<file path="config.mk">
export PLATFORM = sky130hd
export DESIGN_NAME = cdb_arbiter_flat
export DESIGN_NICKNAME = d
export VERILOG_FILES = /design/src/rtl/cdb_arbiter_pkg.sv /design/src/rtl/cdb_arbiter_if.sv /design/src/rtl/cdb_arbiter_rr_picker.sv /design/src/rtl/cdb_arbiter.sv /design/src/flat_wrapper.sv
export SDC_FILE = /design/constraint.sdc
export NUM_CORES = 1
export LEC_CHECK = 0
export ABC_AREA = 1
export BUFFER_PORTS_ARGS = -buffer_cell sky130_fd_sc_hd__buf_2
export CORE_MARGIN = 2
export CORE_UTILIZATION = 40
export CTS_CLUSTER_SIZE = 14
export DETAILED_ROUTE_END_ITERATION = 8
export PLACE_DENSITY = 0.65
export SKIP_LAST_GASP = 1
export SLEW_MARGIN = 20
export SYNTH_ARGS = -nofsm -noshare
export SYNTH_HDL_FRONTEND = slang
export SYNTH_SLANG_ARGS = --single-unit
export TNS_END_PERCENT = 5
</file>
<file path="constraint.sdc">
create_clock -name clk -period 5.2 [get_ports clk]
set_clock_uncertainty 0.2 [all_clocks]
set_input_delay 0.78 -clock clk [delete_from_list [all_inputs] [get_ports clk]]
set_output_delay 0.78 -clock clk [all_outputs]
set_load 0.005 [all_outputs]
</file>
<file path="src/rtl/cdb_arbiter_pkg.sv">
// Shared definitions for the common-data-bus arbiter.
//   NUM_SRC    : number of result producers (0=RS, 1=LSB, 2=BR)
//   ROB_IDX_W  : ROB tag width
//   DATA_W     : result value width
//   SRC_IDX_W  : width of a source index (cdb_src_out)
//   rr_next()  : advance a round-robin pointer past a winner, wrapping at NUM_SRC
package cdb_arbiter_pkg;
    localparam int NUM_SRC   = 3;
    localparam int ROB_IDX_W = 4;
    localparam int DATA_W    = 32;
    localparam int SRC_IDX_W = 2;

    localparam logic [SRC_IDX_W-1:0] CDB_SRC_RS  = 2'd0;
    localparam logic [SRC_IDX_W-1:0] CDB_SRC_LSB = 2'd1;
    localparam logic [SRC_IDX_W-1:0] CDB_SRC_BR  = 2'd2;

    function automatic logic [SRC_IDX_W-1:0] rr_next(input logic [SRC_IDX_W-1:0] idx);
        return (idx == SRC_IDX_W'(NUM_SRC - 1)) ? '0 : idx + 1'b1;
    endfunction
endpackage

</file>
<file path="src/rtl/cdb_arbiter_if.sv">
// Producer/CDB bundle of the common-data-bus arbiter.
//   src_valid_in   : per-source result valid
//   src_rob_idx_in : per-source ROB tag, source i at [i*ROB_IDX_W +: ROB_IDX_W]
//   src_val_in     : per-source value, packed the same way
//   src_ready_out  : source i may present a result this cycle
//   cdb_en_out / cdb_rob_idx_out / cdb_val_out / cdb_src_out : registered broadcast
// Modports: master = producers and CDB consumers, slave = the arbiter.
interface cdb_arbiter_if;
    import cdb_arbiter_pkg::*;

    logic [NUM_SRC-1:0]           src_valid_in;
    logic [NUM_SRC*ROB_IDX_W-1:0] src_rob_idx_in;
    logic [NUM_SRC*DATA_W-1:0]    src_val_in;
    logic [NUM_SRC-1:0]           src_ready_out;
    logic                         cdb_en_out;
    logic [ROB_IDX_W-1:0]         cdb_rob_idx_out;
    logic [DATA_W-1:0]            cdb_val_out;
    logic [SRC_IDX_W-1:0]         cdb_src_out;

    modport master (
        output src_valid_in, src_rob_idx_in, src_val_in,
        input  src_ready_out, cdb_en_out, cdb_rob_idx_out, cdb_val_out, cdb_src_out
    );

    modport slave (
        input  src_valid_in, src_rob_idx_in, src_val_in,
        output src_ready_out, cdb_en_out, cdb_rob_idx_out, cdb_val_out, cdb_src_out
    );
endinterface

</file>
<file path="src/rtl/cdb_arbiter_rr_picker.sv">
// Combinational round-robin picker: returns the first set bit of i_cand scanning
// upward from i_ptr with wrap-around. Also used by the LSB memory-port arbiter.
//   i_cand  : candidate request vector
//   i_ptr   : highest-priority index
//   o_grant : one-hot grant (all zero when no candidate)
//   o_idx   : index of the granted bit
//   o_any   : at least one candidate
module cdb_arbiter_rr_picker #(
    parameter int N  = 3,
    parameter int IW = 2
) (
    input  logic [N-1:0]  i_cand,
    input  logic [IW-1:0] i_ptr,
    output logic [N-1:0]  o_grant,
    output logic [IW-1:0] o_idx,
    output logic          o_any
);
    logic [IW-1:0] w_j;

    // Scan from the farthest position toward i_ptr so the nearest candidate is written last.
    always_comb begin
        o_grant = '0;
        o_idx   = '0;
        o_any   = 1'b0;
        w_j     = '0;
        for (int k = N - 1; k >= 0; k--) begin
            w_j = IW'((int'(i_ptr) + k) % N);
            if (i_cand[w_j]) begin
                o_grant      = '0;
                o_grant[w_j] = 1'b1;
                o_idx        = w_j;
                o_any        = 1'b1;
            end
        end
    end
endmodule

</file>
<file path="src/rtl/cdb_arbiter.sv">
// Common data bus arbiter: each result source owns a one-entry holding buffer and a
// round-robin scheduler broadcasts one result per cycle on the registered CDB.
// Ports:
//   clk       : system clock, posedge
//   rst_in    : synchronous active-low reset
//   rdy_in    : pause, all state holds while low (including a pending roll_back)
//   roll_back : mispredict flush, empties buffers and kills the broadcast
//   bus       : cdb_arbiter_if.slave (producer handshake + CDB broadcast)
// Build option: define CDB_BYPASS_EN to let a winning source with an empty buffer go
// straight into the CDB register (1-cycle latency); default is a fixed 2-cycle path.
module cdb_arbiter
    import cdb_arbiter_pkg::*;
(
    input logic          clk,
    input logic          rst_in,
    input logic          rdy_in,
    input logic          roll_back,
    cdb_arbiter_if.slave bus
);
    logic [NUM_SRC-1:0]   w_cand, w_grant, w_ready, w_acc, w_byp, w_load;
    logic [SRC_IDX_W-1:0] w_win_idx;
    logic                 w_win_any;
    logic [ROB_IDX_W-1:0] w_win_tag;
    logic [DATA_W-1:0]    w_win_val;
    logic [ROB_IDX_W-1:0] w_in_tag [NUM_SRC];
    logic [DATA_W-1:0]    w_in_val [NUM_SRC];

    logic [NUM_SRC-1:0]   r_vld_p0;
    logic [ROB_IDX_W-1:0] r_tag_p0 [NUM_SRC];
    logic [DATA_W-1:0]    r_val_p0 [NUM_SRC];
    logic [SRC_IDX_W-1:0] r_rr_ptr;
    logic                 r_vld_p1;
    logic [ROB_IDX_W-1:0] r_tag_p1;
    logic [DATA_W-1:0]    r_val_p1;
    logic [SRC_IDX_W-1:0] r_src_p1;

    always_comb begin
        for (int i = 0; i < NUM_SRC; i++) begin
            w_in_tag[i] = bus.src_rob_idx_in[i*ROB_IDX_W +: ROB_IDX_W];
            w_in_val[i] = bus.src_val_in[i*DATA_W +: DATA_W];
        end
    end

`ifdef CDB_BYPASS_EN
    assign w_cand = r_vld_p0 | (bus.src_valid_in & ~r_vld_p0 & {NUM_SRC{rdy_in}});
`else
    assign w_cand = r_vld_p0;
`endif

    cdb_arbiter_rr_picker #(.N(NUM_SRC), .IW(SRC_IDX_W)) u_pick (
        .i_cand  (w_cand),
        .i_ptr   (r_rr_ptr),
        .o_grant (w_grant),
        .o_idx   (w_win_idx),
        .o_any   (w_win_any)
    );

    // A granted source with an empty buffer can only be a bypass winner.
    assign w_byp   = w_grant & ~r_vld_p0;
    assign w_ready = {NUM_SRC{rdy_in && !roll_back}} & (~r_vld_p0 | w_grant);
    assign w_acc   = bus.src_valid_in & w_ready;
    assign w_load  = w_acc & ~w_byp;

    always_comb begin
        w_win_tag = r_tag_p0[w_win_idx];
        w_win_val = r_val_p0[w_win_idx];
`ifdef CDB_BYPASS_EN
        if (!r_vld_p0[w_win_idx]) begin
            w_win_tag = w_in_tag[w_win_idx];
            w_win_val = w_in_val[w_win_idx];
        end
`endif
    end

    // Stage p0: holding buffers; a grant and a refill on the same edge keep the entry full.
    always_ff @(posedge clk) begin
        if (rdy_in && !roll_back) begin
            for (int i = 0; i < NUM_SRC; i++) begin
                if (w_load[i]) begin
                    r_tag_p0[i] <= w_in_tag[i];
                    r_val_p0[i] <= w_in_val[i];
                end
            end
        end
    end

    // Stage p1: occupancy, round-robin pointer and the registered CDB broadcast.
    always_ff @(posedge clk) begin
        if (!rst_in) begin
            r_vld_p0 <= '0;
            r_rr_ptr <= '0;
            r_vld_p1 <= 1'b0;
            r_tag_p1 <= '0;
            r_val_p1 <= '0;
            r_src_p1 <= '0;
        end else if (rdy_in) begin
            if (roll_back) begin
                r_vld_p0 <= '0;
                r_vld_p1 <= 1'b0;
                r_tag_p1 <= '0;
                r_val_p1 <= '0;
                r_src_p1 <= '0;
            end else begin
                r_vld_p0 <= (r_vld_p0 & ~w_grant) | w_load;
                if (w_win_any) begin
                    r_rr_ptr <= rr_next(w_win_idx);
                    r_vld_p1 <= 1'b1;
                    r_tag_p1 <= w_win_tag;
                    r_val_p1 <= w_win_val;
                    r_src_p1 <= w_win_idx;
                end else begin
                    r_vld_p1 <= 1'b0;
                    r_tag_p1 <= '0;
                    r_val_p1 <= '0;
                    r_src_p1 <= '0;
                end
            end
        end
    end

    assign bus.src_ready_out   = w_ready;
    assign bus.cdb_en_out      = r_vld_p1;
    assign bus.cdb_rob_idx_out = r_tag_p1;
    assign bus.cdb_val_out     = r_val_p1;
    assign bus.cdb_src_out     = r_src_p1;
endmodule

</file>
<file path="src/flat_wrapper.sv">
// flat-port wrapper written by rule: the top's interface ports become plain ports
module cdb_arbiter_flat import cdb_arbiter_pkg::*;
  (clk, rst_in, rdy_in, roll_back, bus_src_valid_in, bus_src_rob_idx_in, bus_src_val_in, bus_src_ready_out, bus_cdb_en_out, bus_cdb_rob_idx_out, bus_cdb_val_out, bus_cdb_src_out);
  cdb_arbiter_if bus_i ();
  input logic clk;
  input logic rst_in;
  input logic rdy_in;
  input logic roll_back;
  input wire logic [$bits(bus_i.src_valid_in)-1:0] bus_src_valid_in;
  input wire logic [$bits(bus_i.src_rob_idx_in)-1:0] bus_src_rob_idx_in;
  input wire logic [$bits(bus_i.src_val_in)-1:0] bus_src_val_in;
  output wire logic [$bits(bus_i.src_ready_out)-1:0] bus_src_ready_out;
  output wire logic [$bits(bus_i.cdb_en_out)-1:0] bus_cdb_en_out;
  output wire logic [$bits(bus_i.cdb_rob_idx_out)-1:0] bus_cdb_rob_idx_out;
  output wire logic [$bits(bus_i.cdb_val_out)-1:0] bus_cdb_val_out;
  output wire logic [$bits(bus_i.cdb_src_out)-1:0] bus_cdb_src_out;
  assign bus_i.src_valid_in = bus_src_valid_in;
  assign bus_i.src_rob_idx_in = bus_src_rob_idx_in;
  assign bus_i.src_val_in = bus_src_val_in;
  assign bus_src_ready_out = bus_i.src_ready_out;
  assign bus_cdb_en_out = bus_i.cdb_en_out;
  assign bus_cdb_rob_idx_out = bus_i.cdb_rob_idx_out;
  assign bus_cdb_val_out = bus_i.cdb_val_out;
  assign bus_cdb_src_out = bus_i.cdb_src_out;
  cdb_arbiter u_core (.clk(clk), .rst_in(rst_in), .rdy_in(rdy_in), .roll_back(roll_back), .bus(bus_i));
endmodule
</file>
* Word-level counts from Yosys, hierarchy flattened
Memories as Yosys holds them, arrays and structs flattened.
Index checks and enable logic that the tools add are counted.
** Operators by class
- Add/subtract/negate cells :: 3
- Div/mod/pow operators :: 3
- $lt $le $gt $ge :: 6
- Equal/unequal tests :: 1
- Muxes and demuxes :: 40
- Bitwise operators :: 11
- Reduce and logical (&&, ||, !) cells :: 6
** Operators with widths (number)
- $mod 32x3->32 const B :: 2
- $mux 32 :: 2
- $mod 3x3->32 const B :: 1
- $mux 1 :: 20
- $and 3x3->3 :: 5
- $mux 2 :: 6
- $mux 3 :: 4
- $lt 2x3->1 const B :: 3
- $not 3->3 :: 3
- $mux 4 :: 2
- $bmux 1 s2 :: 3
- $demux 1 s2 :: 3
- $ge 2x1->1 const B :: 3
- $or 3x3->3 :: 2
- $logic_and 1x1->1 :: 4
- $add 2x1->3 const B :: 1
- $add 2x2->3 const B :: 1
- $reduce_and 3->1 :: 1
- $add 2x1->2 const B :: 1
- $eq 2x2->1 const B :: 1
- $logic_not 1->1 :: 1
- $not 1->1 :: 1
** Storage, ports and cells
- Bits in registers :: 44
- RAM bits :: 108
- Bits of input ports :: 115
- Output and inout bits :: 42
- Logic and storage cells :: 78
- Memories :: 2
** Memories
- u_core.r_val_p0 :: words 3, width 32, read ports 1, clocked after Yosys merged registers in 0, wr ports 3, line cdb_arbiter.sv:30 : logic [DATA_W-1:0] r_val_p0 [NUM_SRC];
- u_core.r_tag_p0 :: words 3, width 4, read ports 1, clocked after Yosys merged registers in 0, wr ports 3, line cdb_arbiter.sv:29 : logic [ROB_IDX_W-1:0] r_tag_p0 [NUM_SRC];

* Depth between registers and ports, before layout
Gate-level depths: netlist of run 1.
- Word-level depth :: 16
- Depth in mapped cells :: 17
- Gate-level depth less buffers :: 16

* By module
From an unflattened synthesis of run 1, not the netlist that was laid out.
** Unflattened totals
- Cells, all modules :: 545
- Area, all modules :: 5916.9 sq um
** By module, submodules not included
- cdb_arbiter :: instances 1, cells an instance 481, area each 5587.9 sq um
- cdb_arbiter_rr_picker :: instances 1, cells an instance 64, area each 329.1 sq um

* Worst setup path before layout of run 1
OpenSTA, ideal clock, no wires.
- Path type :: reg-to-reg
- Start :: reg u_core.r_rr_ptr[0]
- End :: mem u_core.r_tag_p0[1][0], enable pin
- Arrival :: 3.082 ns
- Required time :: 4.571 ns
- Path slack :: 1.489 ns
- Stages on the path, launching flop included :: 13
- Buffers on the path :: 1
- Period minus slack after synthesis :: 3.711 ns
- Cells stage by stage :: dfxtp_1 > inv_1 > ha_1 > inv_2 > nand2_1 > nand3_1 > nand3_1 > nand3_2 > nand2_4 > buf_4 > nand2_1 > nand2_1 > nor2_1
** RTL lines
- start: declaration :: line cdb_arbiter.sv:31 : logic [SRC_IDX_W-1:0] r_rr_ptr;
- start signal: assignment :: line cdb_arbiter.sv:106 : r_rr_ptr <= rr_next(w_win_idx);
- end: declaration :: line cdb_arbiter.sv:29

* Worst setup path in the final report of run 1
- Start :: reg u_core.r_rr_ptr[0]
- End :: out bus_src_ready_out[1]
** Between the ends
- Longest elaborated chain between the ends :: 11
- Elaborated cells on any way between the ends :: 31
** RTL lines
- $add 2x2->3 :: line cdb_arbiter_rr_picker.sv:27 : w_j = IW'((int'(i_ptr) + k) % N);
- $mod 32x3->32 :: line cdb_arbiter_rr_picker.sv:27
- $lt 2x3->1 (not written as such) / $ge 2x1->1 (equally long branches) :: line cdb_arbiter_rr_picker.sv:30 : o_grant[w_j] = 1'b1;
- $logic_and 1x1->1 (not written as such) :: line cdb_arbiter_rr_picker.sv:30
- $mux 1 (not written as such) :: line cdb_arbiter_rr_picker.sv:30
- $demux 1 s2 :: line cdb_arbiter_rr_picker.sv:30
- $mux 3 (2 in a row) :: line cdb_arbiter_rr_picker.sv:28 : if (i_cand[w_j]) begin
- $mux 3 (*) :: line cdb_arbiter_rr_picker.sv:28
- $or 3x3->3 (*) :: line cdb_arbiter.sv:60 : assign w_ready = {NUM_SRC{rdy_in && !roll_back}} & (~r_vld_p0 | w_grant);
- $and 3x3->3 (*) :: line cdb_arbiter.sv:60
- end: declaration :: line flat_wrapper.sv:12 : output wire logic [$bits(bus_i.src_ready_out)-1:0] bus_src_ready_out;
Mark *: on every way between the ends. The rest lies on a longest branch, timed or not. The select of a mux whose other input is x is not followed.

==> reports/results.ini, run 1 <==
[final_layout]
regArea_um2=4124
final_nets=883
fin_util_pct=49.78
drive_gt1_share_pct=30.24
area_growth_pct=22.37
multi_input_area_um2=1862
fin_area_um2=7850
fillers=1525

[placement]
postPlaceCellArea_um2=7261
dp_worst_setup_slack_ns=1.515
io_buffers=156
gp_congestion=0.8491
hpwl_um=10240

[yosys]
synth.distinct_cells=25
synth_top_family_by_area=simple AND/OR/NAND/NOR gates
ys_seq_elements=152
synthXorXnorAreaFrac_pct=0
synth_most_common_cell=nand2_1
synth_edf_count=108
synthFlopType=edfxtp_1
synth_compound_area_share_pct=2.516
yosys.area_share.simple_pct=25.30
async_flop_share_pct=0
yosysTopAreaCell=edfxtp_1
avgSynthCellArea_um2=10.38
syn-num-nets=737
synthAdderAreaFrac_pct=0.7802
synthesis.instances=618
synth_common_cells=206 x nand2_1, 108 x edfxtp_1, 106 x nand3_1
synth.mux.area_fraction_pct=0
synthTopCellsByArea=edfxtp_1 51%, dfxtp_1 14%, nand2_1 12%
netlist_area_um2=6415
yosysSeqAreaShare_pct=64.29
ys.warnings.count=0
yosysTopAreaCellShare_pct=50.56

[detailed_routing]
routed.top_layer=met4
postRouteAntennaNets=0
drc=0
vias=4725
wl_met1_um=6690
drt-vias-per-instance=4.754
route.met3.wl_um=1069
route.met2.wl_um=7028
first_pass_iters=4
routed_wl_um=15240
drt_iter0_drc=299
routedWlPerCell_um=15.33

[clocking]
ctsResizeCount=0
clk_latency_ns=0.42
holdBufCountCts=0
numCtsBuffers=17
cts_root_buf=clkbuf_16
postCtsSetupRepairBufs=0
clk_pin_slew_ns=0.06
cts_tree=yes
cts.path.max_buffers=2
clock_sinks=152
htreeDepth=4

[die]
core_area_um2=15770
fp.dieArea_um2=17070
rows=46
die_w_um=130.6
die_h_um=130.6
io_pins=157
start_util_pct=40.68

[critical_path]
cp_slowest_cell=buf_4
ff2ff_path_depth=12
timing.rr.start=u_core.r_rr_ptr[0]
crit_top_cell=nand2_1
slowest_delay_ns=0.46
r2r_slack_ns=1.51
critPathMaxFanout=38
cp.arrival_ns=2.91
critPathKind=reg2out
cp.required_ns=4.22
worstPathCellList=inv_1 > ha_1 > inv_2 > nand2_1 > nand3_1 > nand3_1 > nand3_2 > buf_4 > nand2_4 > nand2_1 > nand2_1 > inv_1 > buf_2
regToRegEndpoint=u_core.r_val_p0[1][16]
cp-end-kind=output port
cp-start-kind=flip-flop

[worst_hold_path]
whs_path_depth=2
hold_class=reg2reg
holdPathEnd=u_core.bus.cdb_val_out[31]
hold_path_startpoint=u_core.bus.cdb_val_out[31]

[sta]
rsz0062_at_grt=false
setup_slack_ns=1.313
period_share_pct=74.76
fin_setup_tns_ns=0
hold_violations=0
final_max_slew_viol_count=0
finalSetupViolCount=0
fmax_ghz=0.2572
fin_crit_ns=3.887
worst_pin_slew_ns=1.021
max_slew_margin_pct=31.75

[pwr]
p_per_area_nw_per_um2=382.1
total_power_mw=2.999
ir_drop_uv=228.1
p_leak_nw=3.476

[grt]
grt-ovfl-total=0
grt_pass1_wl_um=23140
gr-usage-all-layers_pct=18.38
grt_pass1_vias=4506
antenna_found_initial=0
grt_max_degree=44

[outcome]
outcome=completed

[job]
timing.max_cap.violations=0

[worst max-delay path, delay by kind of cell (launching register included)]
family	cells	cell delay, ns
buffers and inverters	5	0.91
AND/OR/NAND/NOR	7	0.81
adder cells (fa/ha/maj)	1	0.38
flip-flops	1	0.37
[how the worst max path moves through the flow]
stage	slack, ns	to	startpoint	cells after the start
after floorplan	1.49	u_core.r_tag_p0[1][0]	u_core.r_rr_ptr[0]	12
after global placement	1.67	u_core.r_val_p0[1][17]	u_core.r_rr_ptr[0]	12
after detailed placement	1.51	u_core.r_val_p0[1][13]	u_core.r_rr_ptr[0]	12
after CTS	1.31	bus_src_ready_out[1]	u_core.r_rr_ptr[0]	13
after global routing	1.08	bus_src_ready_out[1]	u_core.r_rr_ptr[0]	13
final	1.31	bus_src_ready_out[1]	u_core.r_rr_ptr[0]	13
[stage by stage]
step,hold slack [ns],std cells
CTS,0.2646,991
global placement,0.2509,959
finish,0.2624,994
global route,0.2890,993
floorplan,0.2618,618
detailed placement,0.2551,959
[cells in the final DEF (no fill, tap or decap), drive strengths merged]
master / n
o21a: 1
buf: 159
nand2: 214
nor2: 7
dfxtp: 44
nand3: 126
ha: 4
diode: 1
edfxtp: 108
clkinvlp: 3
nand4: 1
bufinv: 1
o21ai: 2
a21oi: 22
clkbuf: 18
clkinv: 10
inv: 57
[report_power, final]
group | internal (mW) | leakage, nW | switching, mW
clock network | 0.649 | 0.258 | 0.471
logic | 0.158 | 1.87 | 0.338
registers | 1.36 | 1.34 | 0.0233
total | 2.17 | 3.48 | 0.832
[layer usage]
layer  track usage (%)  up-vias
met2             28.52      169
met3             4.438       29
met4             9.074        0
li1                  -     2346
met5                 0        -
met1             24.29     2181
[logic make-up after synthesis]
family,Yosys count
AND/OR/NAND/NOR,348
AO/OA/AOI/OAI,25
flip-flops,152
buffers and inverters,89
adder cells (fa/ha/maj),4
[final cells by class]
| class | count | share of cell area [%] |
|---|---|---|
| antenna | 1 | 0.03188 |
| clock buffer | 18 | 5.467 |
| clock inverter | 14 | 1.403 |
| inverter | 57 | 2.757 |
| multi-input combinational | 377 | 23.72 |
| sequential | 152 | 52.53 |
| tap | 216 | 3.443 |
| timing repair buffer | 159 | 10.65 |
[flip-flops by register name (all words and copies together) (netlist names)]
name	cells
u_core.bus.cdb_en_out	1
u_core.r_tag_p0	12
u_core.bus.cdb_src_out	2
u_core.bus.cdb_val_out	32
u_core.r_vld_p0	3
u_core.bus.cdb_rob_idx_out	4
u_core.r_rr_ptr	2
u_core.r_val_p0	96
(Power assumes the default switching activity.)
==> run 2, diff against run 1 <==
PLACE_DENSITY = 0.67   (was 0.65)
clock period = 3.55 ns   (was 5.2 ns; I/O delays follow)
==> run 2 against run 1 <==
Effect of this change: worst hold slack worse by 0.18 ns; largest power group unchanged; critical endpoint unchanged; via count up 0.76%; non-clock buffer count up 9; cell count up 0.80%; sequential power up 47%; clock power up 54%; die area unchanged.
==> reports/results.ini, run 2 (synthesized netlist as in run 1, its figures left out) <==
[grt]
grtUsageMet3_pct=4.031
grt_pass1_wl_um=23270
grt_use_met1_pct=25.09
grt_pass1_vias=4453
antenna_found_initial=0
grt-ovfl-total=0
grt.busiest_layer=met2
met2_usage_pct=29.29
gr-usage-all-layers_pct=18.62
grt_max_degree=43

[critical_path]
regToRegEndpoint=u_core.r_val_p0[2][0]
timing.rr.start=u_core.r_rr_ptr[0]
ff2ff_path_depth=12
r2r_slack_ns=0.65
cp.arrival_ns=2.44
cp_slowest_cell=dfxtp_1
cp-end-kind=output port
crit_family=simple AND/OR/NAND/NOR gates
critPathMaxFanout=17
crit_top_cell=nand2_1
critPathKind=reg2out
worstPathCellList=inv_1 > ha_1 > inv_2 > nand2_1 > nand2_1 > nand2_2 > nand2_4 > inv_4 > nand2_4 > nand2_4 > nand2_1 > nand2_1 > inv_1 > buf_2
slowest_delay_ns=0.38
cp.required_ns=2.82
path_buf_inv=5
path_depth=14
cp-start-kind=flip-flop

[worst_hold_path]
holdPathEnd=u_core.r_val_p0[2][25]
whs_path_depth=1
hold_path_startpoint=bus_src_val_in[89]
hold_class=in2reg

[sta]
rsz0062_at_grt=false
period_share_pct=89.48
final_max_slew_viol_count=0
finalSetupViolCount=0
max_slew_margin_pct=37.58
hold_violations=0
fin_crit_ns=3.176
fmax_ghz=0.3148
worst_pin_slew_ns=0.9352

[clocking]
clock_sinks=152
ctsResizeCount=0
cts_tree=yes
cts_root_buf=clkbuf_16
clk_pin_slew_ns=0.06
htreeDepth=4
holdBufCountCts=0
clk_latency_ns=0.42
numCtsBuffers=17
cts.path.max_buffers=2
postCtsSetupRepairBufs=0

[pwr]
ir_drop_uv=423.8
p_int_mw=3.208
swShare_pct=28.66
pwr-share-clk_pct=38.4
seqPwrFrac_pct=45.0
p_sw_mw=1.289
p_per_area_nw_per_um2=567.6
p_leak_nw=3.523
comb_power_share_pct=16.5

[die]
rows=46
die_h_um=130.6
fp.dieArea_um2=17070
die_w_um=130.6
start_util_pct=40.68
io_pins=157
core_area_um2=15770

[detailed_routing]
drt-vias-per-instance=4.751
routed_wl_um=15450
vias=4761
routedWlPerCell_um=15.42
postRouteAntennaNets=0
drc=0
first_pass_iters=4
drt_iter0_drc=247

[final_layout]
final_cell_mix=206 x nand2_1, 156 x buf_2, 108 x edfxtp_1
regMostFlops=u_core.r_val_p0
drive_gt1_share_pct=31.42
area_growth_pct=23.50
fillers=1511
layout_commonest_cell=nand2_1
multi_input_area_um2=1862
fin_area_um2=7923
final_nets=892
regArea_um2=4124
fin_util_pct=50.24
n_antenna_cell=0
largest_reg_flops=96

[placement]
io_buffers=156
postPlaceCellArea_um2=7356
gp_congestion=0.8776
hpwl_um=10380

[job]
timing.max_cap.violations=0

[outcome]
outcome=completed

## run 2: how the worst max path moves through the flow
stage / slack, ns / start / endpoint
after global routing: 0.20 / u_core.r_rr_ptr[1] / bus_src_ready_out[1]
final: 0.37 / u_core.r_rr_ptr[1] / bus_src_ready_out[1]
after global placement: 0.72 / u_core.r_rr_ptr[0] / u_core.r_tag_p0[2][0]
after detailed placement: 0.65 / u_core.r_rr_ptr[0] / u_core.r_val_p0[2][1]
after CTS: 0.35 / u_core.r_rr_ptr[1] / bus_src_ready_out[1]
after floorplan: -0.01 / u_core.r_rr_ptr[0] / u_core.r_tag_p0[2][0]
## run 2: cell type report
type	instances	area share [%]
Sequential cell	152	52.05
Tap cell	216	3.411
Inverter	57	2.732
Clock inverter	15	1.785
Multi-Input combinational cell	377	23.50
Clock buffer	17	5.370
Timing Repair Buffer	168	11.15
## run 2: worst reg2reg max path, stage by stage, from the launching register on
cell,delay (ns)
dfxtp_1,0.36
inv_1,0.09
ha_1,0.37
inv_2,0.14
nand2_1,0.08
nand2_1,0.10
nand2_1,0.09
nand2_1,0.06
nand3_1,0.08
nand3_1,0.09
nand2_1,0.11
nor2_4,0.50
buf_4,0.33
## run 2: power groups by stage
stage / Sequential [mW] / Clock, mW / Combinational, mW
5_1_grt: 2.03 / 1.83 / 0.834
4_1_cts: 2.03 / 1.77 / 0.752
6_report: 2.03 / 1.73 / 0.744
3_3_place_gp: 2.06 / 0 / 0.739
3_5_place_dp: 2.06 / 0 / 0.745
2_1_floorplan: 2.06 / 0 / 0.555
## run 2: layer usage
layer / part of all wire (%) / wire length (um)
met1: 46 / 7041
met3: 4.7 / 733
met5: 0 / 0
met4: 1.8 / 282
met2: 48 / 7391
## run 2: through the flow
stage / setup slack (ns) / TNS [ns] / hold slack, ns / power, mW / cells
detailed placement: 0.6475 / 0 / 0.2589 / 2.808 / 970
finish: 0.3735 / 0 / 0.08190 / 4.497 / 1002
global placement: 0.7167 / 0 / 0.2578 / 2.801 / 970
floorplan: -0.01161 / -0.4179 / 0.2618 / 2.615 / 618
CTS: 0.3476 / 0 / 0.06002 / 4.543 / 1002
global route: 0.2011 / 0 / 0.05896 / 4.698 / 1002
